### src/rtl/bcd_ascii_tx.sv
// Serialises five BCD digits as ASCII bytes plus a terminator over valid/ready; first byte valid 1 cycle after start.
// Bytes are held until tx_ready; optional leading-zero blanking via BCD_ASCII_TX_LZB_EN.
module bcd_ascii_tx #(
  parameter logic [7:0] TERM_CHAR = 8'h0A,
  parameter logic [7:0] BAD_CHAR  = 8'h3F
) (
  input  logic       clk,
  input  logic       rst_n,
  input  logic       start,
  input  logic [3:0] bcd4,
  input  logic [3:0] bcd3,
  input  logic [3:0] bcd2,
  input  logic [3:0] bcd1,
  input  logic [3:0] bcd0,
  output logic [7:0] tx_data,
  output logic       tx_valid,
  input  logic       tx_ready,
  output logic       busy,
  output logic       done
);

  typedef enum logic [1:0] {IDLE, SEND, TERM} state_t;

  state_t      state;
  logic [19:0] dig_q;
  logic [19:0] dig_in;
  logic [2:0]  idx;
  logic [2:0]  first_idx;
  logic        xfer;

  assign dig_in = {bcd4, bcd3, bcd2, bcd1, bcd0};
  assign xfer   = tx_valid & tx_ready;

  function automatic logic [7:0] to_ascii(input logic [3:0] d);
    return (d > 4'd9) ? BAD_CHAR : (8'h30 + {4'h0, d});
  endfunction

  function automatic logic [3:0] pick(input logic [19:0] v, input logic [2:0] i);
    return v[{i, 2'b00} +: 4];
  endfunction

`ifdef BCD_ASCII_TX_LZB_EN
  // Highest nonzero digit; invalid codes count as nonzero so they are never blanked.
  always_comb begin
    first_idx = 3'd0;
    for (int i = 1; i < 5; i++) begin
      if (dig_in[4*i +: 4] != 4'd0) first_idx = 3'(i);
    end
  end
`else
  assign first_idx = 3'd4;
`endif

  always_ff @(posedge clk) begin
    if (!rst_n) begin
      state    <= IDLE;
      dig_q    <= '0;
      idx      <= '0;
      tx_data  <= 8'h00;
      tx_valid <= 1'b0;
      busy     <= 1'b0;
      done     <= 1'b0;
    end else begin
      done <= 1'b0;
      case (state)
        IDLE: begin
          if (start) begin
            dig_q    <= dig_in;
            idx      <= first_idx;
            tx_data  <= to_ascii(pick(dig_in, first_idx));
            tx_valid <= 1'b1;
            busy     <= 1'b1;
            state    <= SEND;
          end
        end
        SEND: begin
          if (xfer) begin
            if (idx == 3'd0) begin
              tx_data <= TERM_CHAR;
              state   <= TERM;
            end else begin
              idx     <= idx - 3'd1;
              tx_data <= to_ascii(pick(dig_q, idx - 3'd1));
            end
          end
        end
        TERM: begin
          if (xfer) begin
            tx_data  <= 8'h00;
            tx_valid <= 1'b0;
            busy     <= 1'b0;
            done     <= 1'b1;
            state    <= IDLE;
          end
        end
        default: state <= IDLE;
      endcase
    end
  end

endmodule

### config.mk
export PLATFORM = sky130hd
export DESIGN_NAME = bcd_ascii_tx
export DESIGN_NICKNAME = d
export VERILOG_FILES = /design/src/rtl/bcd_ascii_tx.sv
export SDC_FILE = /design/constraint.sdc
export NUM_CORES = 1
export LEC_CHECK = 0
export ABC_CLOCK_PERIOD_IN_PS = 2330
export BUFFER_PORTS_ARGS = -buffer_cell sky130_fd_sc_hd__buf_2
export CORE_MARGIN = 2
export CORE_UTILIZATION = 54
export CTS_CLUSTER_DIAMETER = 60
export DETAILED_ROUTE_END_ITERATION = 12
export PLACE_DENSITY = 0.79
export SETUP_SLACK_MARGIN = 0.3
export SLEW_MARGIN = 20
export SYNTH_ARGS = -nofsm -noshare
export SYNTH_HDL_FRONTEND = slang
export SYNTH_SLANG_ARGS = --single-unit
export TNS_END_PERCENT = 20
### constraint.sdc
create_clock -name clk -period 2.33 [get_ports clk]
set_input_delay 0.1165 -clock clk [delete_from_list [all_inputs] [get_ports clk]]
set_output_delay 0.1165 -clock clk [all_outputs]
set_load 0.1 [all_outputs]
==> impl_metrics.yaml, run 1 <==
grt:
  grtUsageMet3_pct: 8.442
  busiest_layer: "met2"
  grt.overflow.total: 0
  antenna_found_initial: 0
  grt_pass1_vias: 1283
  grt_usage_pct: 21.92
  grt_pass1_wl_um: 5782
  use_met2_pct: 34.47
  grtUsageMet1_pct: 27.10
  grt_max_degree: 33
yosys:
  synth_ff_type: "dfxtp_1"
  synth_enable_flop_cells: 0
  async_reset_ff_share_pct: 0
  synth_cell_types: 43
  ys_warn_count: 0
  synth_area_per_cell_um2: 8.432
  ys_seq_area_share_pct: 37.43
  synth_cells: 203
  synth_seq_cells: 32
  syn_area_um2: 1712
timing:
  finalCritPeriodShare_pct: 82.64
  holdWs_ns: 0.01421
  final-max-slew-violation-count: 0
  post-route-min-period_ns: 1.925
  max_freq_mhz: 519.4
  tns_ns: 0
  worstMarginPinSlew_ns: 0.6690
  relSlewSlack_pct: 55.29
  rsz0062_at_grt: "yes"
  setup_viol: 0
  hold_violations: 0
  skew_ns: 0.003845
hold_path:
  hp-class: "in -> reg"
  min_path_cells: 3
clock_network:
  clock_latency_ns: 0.34
  clk_pin_slew_worst_paths_ns: 0.10
  cts_buffer_depth: 2
  htreeDepth: 2
  cts_sinks: 32
  cts_tree: "done"
  cts_buffers: 5
  cts_root_buffer: "clkbuf_4"
critical_path:
  path_max_fanout: 8
  arrival_ns: 2.17
  ff2ff_path_depth: 7
  crit_type: "reg -> reg"
  cp.required_ns: 2.57
  end_kind: "flop"
  reg2reg_slack_ns: 0.40
  worst_setup_path_start_kind: "flop"
pwr:
  total_power_w: 0.002584
  leakage_nw: 0.8417
  power_density_nw_per_um2: 1296
  ir_worst_vdd_uv: 576.8
layout:
  antenna_cells: 0
  final_common_cell: "nand2_1"
  nets: 266
  regArea_um2: 643.1
  finish.utilization_pct: 65.87
  fill_cells: 281
  multi_input_area_um2: 980.9
  drive_gt1_share_pct: 23.21
  area_growth_syn_to_layout_pct: 16.52
  final_cell_mix: "49 x nand2_1, 32 x buf_2, 30 x dfxtp_1"
route:
  first_pass_iters: 4
  antenna_left: 0
  drc_errors: 0
  drtIter0Drc: 70
  route.vias.total: 1483
  totalWireLength_um: 3423
  vias_per_cell: 5.278
  wl_per_cell_um: 12.18
die:
  rows: 20
  start_util_pct: 56.53
  fp.dieH_um: 60.30
  core-area_um2: 3028
  dieArea_um2: 3636
  pin_count: 35
  die_x_um: 60.30
run_status:
  outcome: "finished clean"
flow_run:
  maxCapViolations: 0
placement:
  place_congestion: 0.8425
  place_hpwl_um: 2434
  portBuffers: 32
==> cell families after synthesis <==
family	synth area share, %
compound gates	22.51
xor+xnor	0.9505
fa+ha+maj	4.386
buf+inv	6.213
flops	37.43
mux	6.725
other cells	0.2191
simple gates	21.57
==> layer usage <==
layer  share of wire (%)  vias up
met5                   0        -
li1                    -      760
met2                  45       47
met1                  47      669
met4                 1.8        0
met3                 5.3        7
==> final cells by class <==
cell class,count,area share (%)
Sequential cell,32,32.25
Clock inverter,2,0.5019
Tap cell,44,2.760
Inverter,7,1.317
Timing Repair Buffer,40,11.42
Clock buffer,6,2.572
Multi-Input combinational cell,150,49.18
==> final timing paths <==
check	from	endpoint
max	idx[0]$_SDFFE_PN0P_	tx_data[3]$_SDFFE_PN0P_
min	bcd0[2]	dig_q[2]$_SDFFE_PN0P_
max reg2reg	idx[0]$_SDFFE_PN0P_	tx_data[3]$_SDFFE_PN0P_
min reg2reg	dig_q[14]$_SDFFE_PN0P_	dig_q[14]$_SDFFE_PN0P_
==> worst max-delay path, stage by stage (launching register included) <==
cell and delay, ns:
dfxtp_1 0.36, inv_2 0.07, ha_4 0.32, mux4_2 0.50
and2_4 0.18, a21oi_4 0.13, nor2_1 0.07, o221a_1 0.21
==> stage by stage <==
stage / setup slack (ns) / cells / area (um^2)
3_5_place_dp: 0.2232 / 269 / 1882
2_1_floorplan: 0.3195 / 204 / 1723
4_1_cts: 0.3855 / 277 / 1956
3_3_place_gp: 0.2856 / 269 / 1882
6_report: 0.4046 / 281 / 1994
5_1_grt: 0.2893 / 281 / 1994
==> synthesized netlist by cell type (2+ instances only) <==
master / number / area share (%)
o21ai_0: 5 / 1.5
clkbuf_1: 8 / 1.8
nor2b_1: 2 / 0.73
mux4_1: 2 / 3.1
nand3_1: 3 / 0.88
o211a_1: 3 / 1.8
o21a_1: 2 / 0.88
inv_1: 7 / 1.5
a21boi_1: 2 / 0.88
a211oi_1: 2 / 0.88
ha_1: 6 / 4.4
a21boi_0: 20 / 8.8
buf_4: 4 / 1.8
nor3_1: 2 / 0.58
nor3b_1: 2 / 0.88
a21oi_1: 11 / 3.2
mux2i_1: 4 / 2.3
nor2_1: 8 / 1.8
nand4_1: 3 / 1.1
nand2_1: 49 / 11
dfxtp_1: 32 / 37
nand2b_1: 5 / 1.8
==> report_power, final <==
| part | internal [W] | leakage (nW) | switching [W] |
|---|---|---|---|
| registers | 0.000685 | 0.264 | 0.0000939 |
| clock network | 0.000143 | 0.0380 | 0.000196 |
| logic | 0.000499 | 0.540 | 0.000967 |
==> flip-flops by register name, indices dropped and copies added, names as in the netlist <==
signal   count
dig_q       20
tx_data      5
idx          3
state        2
busy         1
done         1
==> repair_timing <==
action / 4_1_cts / 5_1_grt
pin swaps: 0 / 1
buffers inserted: 0 / 1
setup endpoints to repair: 3 / 2
gates resized for setup: 2 / 1
hold endpoints to repair: 0 / 3
hold buffers: 0 / 3
Note: power is estimated with default switching activity, not from simulation.
==> inputs of run 2 (changes only) <==
Settings changed: ABC_CLOCK_PERIOD_IN_PS 2330 to 1910.
Clock period 2.33 ns to 1.91 ns, I/O delays scaled along.
==> run 2 against run 1 <==
Worst setup slack worse by 0.34 ns. Sequential power grew 23%. Core utilization is 3.5 points higher. Power rose by 32%. Largest power group unchanged.
==> impl_metrics.yaml, run 2 (synthesis results as in run 1) <==
run_status:
  outcome: "finished clean"
grt:
  antenna_found_initial: 0
  grt_pass1_vias: 1336
  grt_max_degree: 33
  grt_pass1_wl_um: 6099
  grt.overflow.total: 0
  grt_usage_pct: 22.84
layout:
  top_register: "dig_q"
  area_growth_syn_to_layout_pct: 22.66
  drive_gt1_share_pct: 30.33
  top_regs: "dig_q: 20 flops, tx_data: 5 flops, idx: 3 flops"
  largest_register_ffs: 20
  antenna_cells: 0
  final_cell_mix: "48 x nand2_1, 32 x buf_2, 28 x dfxtp_1"
  final_common_cell: "nand2_1"
  nets: 274
clock_network:
  cts_buffer_depth: 2
  htreeDepth: 2
  cts_sinks: 32
  holdBufCountCts: 0
  cts_tree: "done"
  cts_buffers: 5
  clock_latency_ns: 0.32
  cts_root_buffer: "clkbuf_4"
  clk_pin_slew_worst_paths_ns: 0.09
critical_path:
  arrival_ns: 2.07
  cp_cell_sequence: "inv_4, ha_4, mux4_2, and2_4, a21oi_4, nor2_1, o211a_1"
  cp.required_ns: 2.13
  max_stage_delay_ns: 0.49
  critical_path.slowest_cell: "mux4_2"
  worst_setup_path_start_kind: "flop"
  reg2reg_slack_ns: 0.06
  r2r-end: "tx_data[1]$_SDFFE_PN0P_"
  ff2ff_path_depth: 7
  path_max_fanout: 5
  end_kind: "flop"
  crit_type: "reg -> reg"
  r2r_start: "idx[0]$_SDFFE_PN0P_"
placement:
  place_hpwl_um: 2616
  place_congestion: 0.8418
  portBuffers: 32
  dp_slack_ns: 0.03119
timing:
  max_freq_mhz: 541.2
  rsz0062_at_grt: "yes"
  setup_viol: 0
  setup_slack_ns: 0.06229
  hold_violations: 0
  final-max-slew-violation-count: 0
  holdWs_ns: 0.01206
  skew_ns: 0.008328
  post-route-min-period_ns: 1.848
  finalCritPeriodShare_pct: 96.74
  tns_ns: 0
route:
  drc_errors: 0
  antenna_left: 0
  drtIter0Drc: 87
  route.vias.total: 1510
  first_pass_iters: 4
  vias_per_cell: 5.243
  totalWireLength_um: 3695
  wl_per_cell_um: 12.83
pwr:
  total_power_w: 0.003405
  combPwrFrac_pct: 61.7
  pwr-share-clk_pct: 10.2
  power_density_nw_per_um2: 1622
  power_switching_w: 0.001629
  p_seq_share_pct: 28.1
  p_int_w: 0.001776
  ir_worst_vdd_uv: 822.8
  swShare_pct: 47.84
  leakage_nw: 0.8871
die:
  dieArea_um2: 3636
  pin_count: 35
  die_x_um: 60.30
  fp.dieH_um: 60.30
  start_util_pct: 56.53
  core-area_um2: 3028
  rows: 20
hold_path:
  hold_end: "dig_q[15]$_SDFFE_PN0P_"
  min_path_cells: 3
  hp-class: "in -> reg"
  hold_start: "bcd3[3]"
flow_run:
  maxCapViolations: 0
[run 2: cell count changes in the layout (fill, tap and decap cells not counted), sizes merged]
cell | before | now
buf | 37 | 48
clkinv | 2 | 1
dlygate4sd3 | 3 | 0
[run 2: layout make-up]
| cell class | count | area [um^2] |
|---|---|---|
| multi-input combinational | 150 | 1032 |
| inverter | 7 | 28.78 |
| timing repair buffer | 48 | 291.5 |
| fill | 251 | 928.4 |
| clock buffer | 6 | 41.29 |
| tap | 44 | 55.05 |
| clock inverter | 1 | 5.005 |
| sequential | 32 | 645.6 |
[run 2: worst max path at each step]
| stage | to | startpoint | slack, ns | cells past startpoint |
|---|---|---|---|---|
| 2_1_floorplan | tx_data[3]$_SDFFE_PN0P_ | idx[0]$_SDFFE_PN0P_ | -0.04 | 9 |
| 3_3_place_gp | tx_data[1]$_SDFFE_PN0P_ | idx[1]$_SDFFE_PN0P_ | 0.09 | 6 |
| 3_5_place_dp | tx_data[1]$_SDFFE_PN0P_ | idx[1]$_SDFFE_PN0P_ | 0.03 | 6 |
| 4_1_cts | tx_data[1]$_SDFFE_PN0P_ | idx[0]$_SDFFE_PN0P_ | 0.07 | 7 |
| 5_1_grt | tx_data[1]$_SDFFE_PN0P_ | idx[0]$_SDFFE_PN0P_ | -0.02 | 8 |
| 6_report | tx_data[1]$_SDFFE_PN0P_ | idx[0]$_SDFFE_PN0P_ | 0.06 | 7 |
[run 2: per-stage QoR]
stage,area (um^2),std cells,util (%)
final,2100,288,69.34
after CTS,2032,287,67.11
after floorplan,1739,204,-
after detailed placement,1966,278,64.92
after global routing,2100,288,69.34
after global placement,1966,278,64.92
[run 2: repair_timing]
action	in CTS	in global routing
pin swaps	1	2
resized for setup	3	13
cloned	0	0
buffers inserted	2	1
setup endpoints to repair	8	26
[run 2: critical path, delay by kind of cell, from the launching register on]
family	cells	cell delay, ns
compound gates	2	0.33
fa+ha+maj	1	0.28
buf+inv	1	0.05
flops	1	0.36
mux	1	0.49
simple gates	2	0.24
[run 2: metal layers]
| layer | global-route usage [%] | vias to the layer above | wire, um |
|---|---|---|---|
| met3 | 6.277 | 2 | 168 |
| met2 | 36.02 | 36 | 1730 |
| met4 | 9.524 | 0 | 31 |
| met1 | 29.43 | 694 | 1764 |
| li1 | - | 778 | - |
| met5 | 0 | - | 0 |
[run 2: power groups by stage]
stage	clock (W)	sequential, W	combinational, W
after floorplan	0	0.00123	0.00119
after global placement	0	0.000956	0.00189
after detailed placement	0	0.000962	0.00192
after CTS	0.000361	0.000948	0.00195
after global routing	0.000392	0.000974	0.00228
final	0.000349	0.000955	0.00210
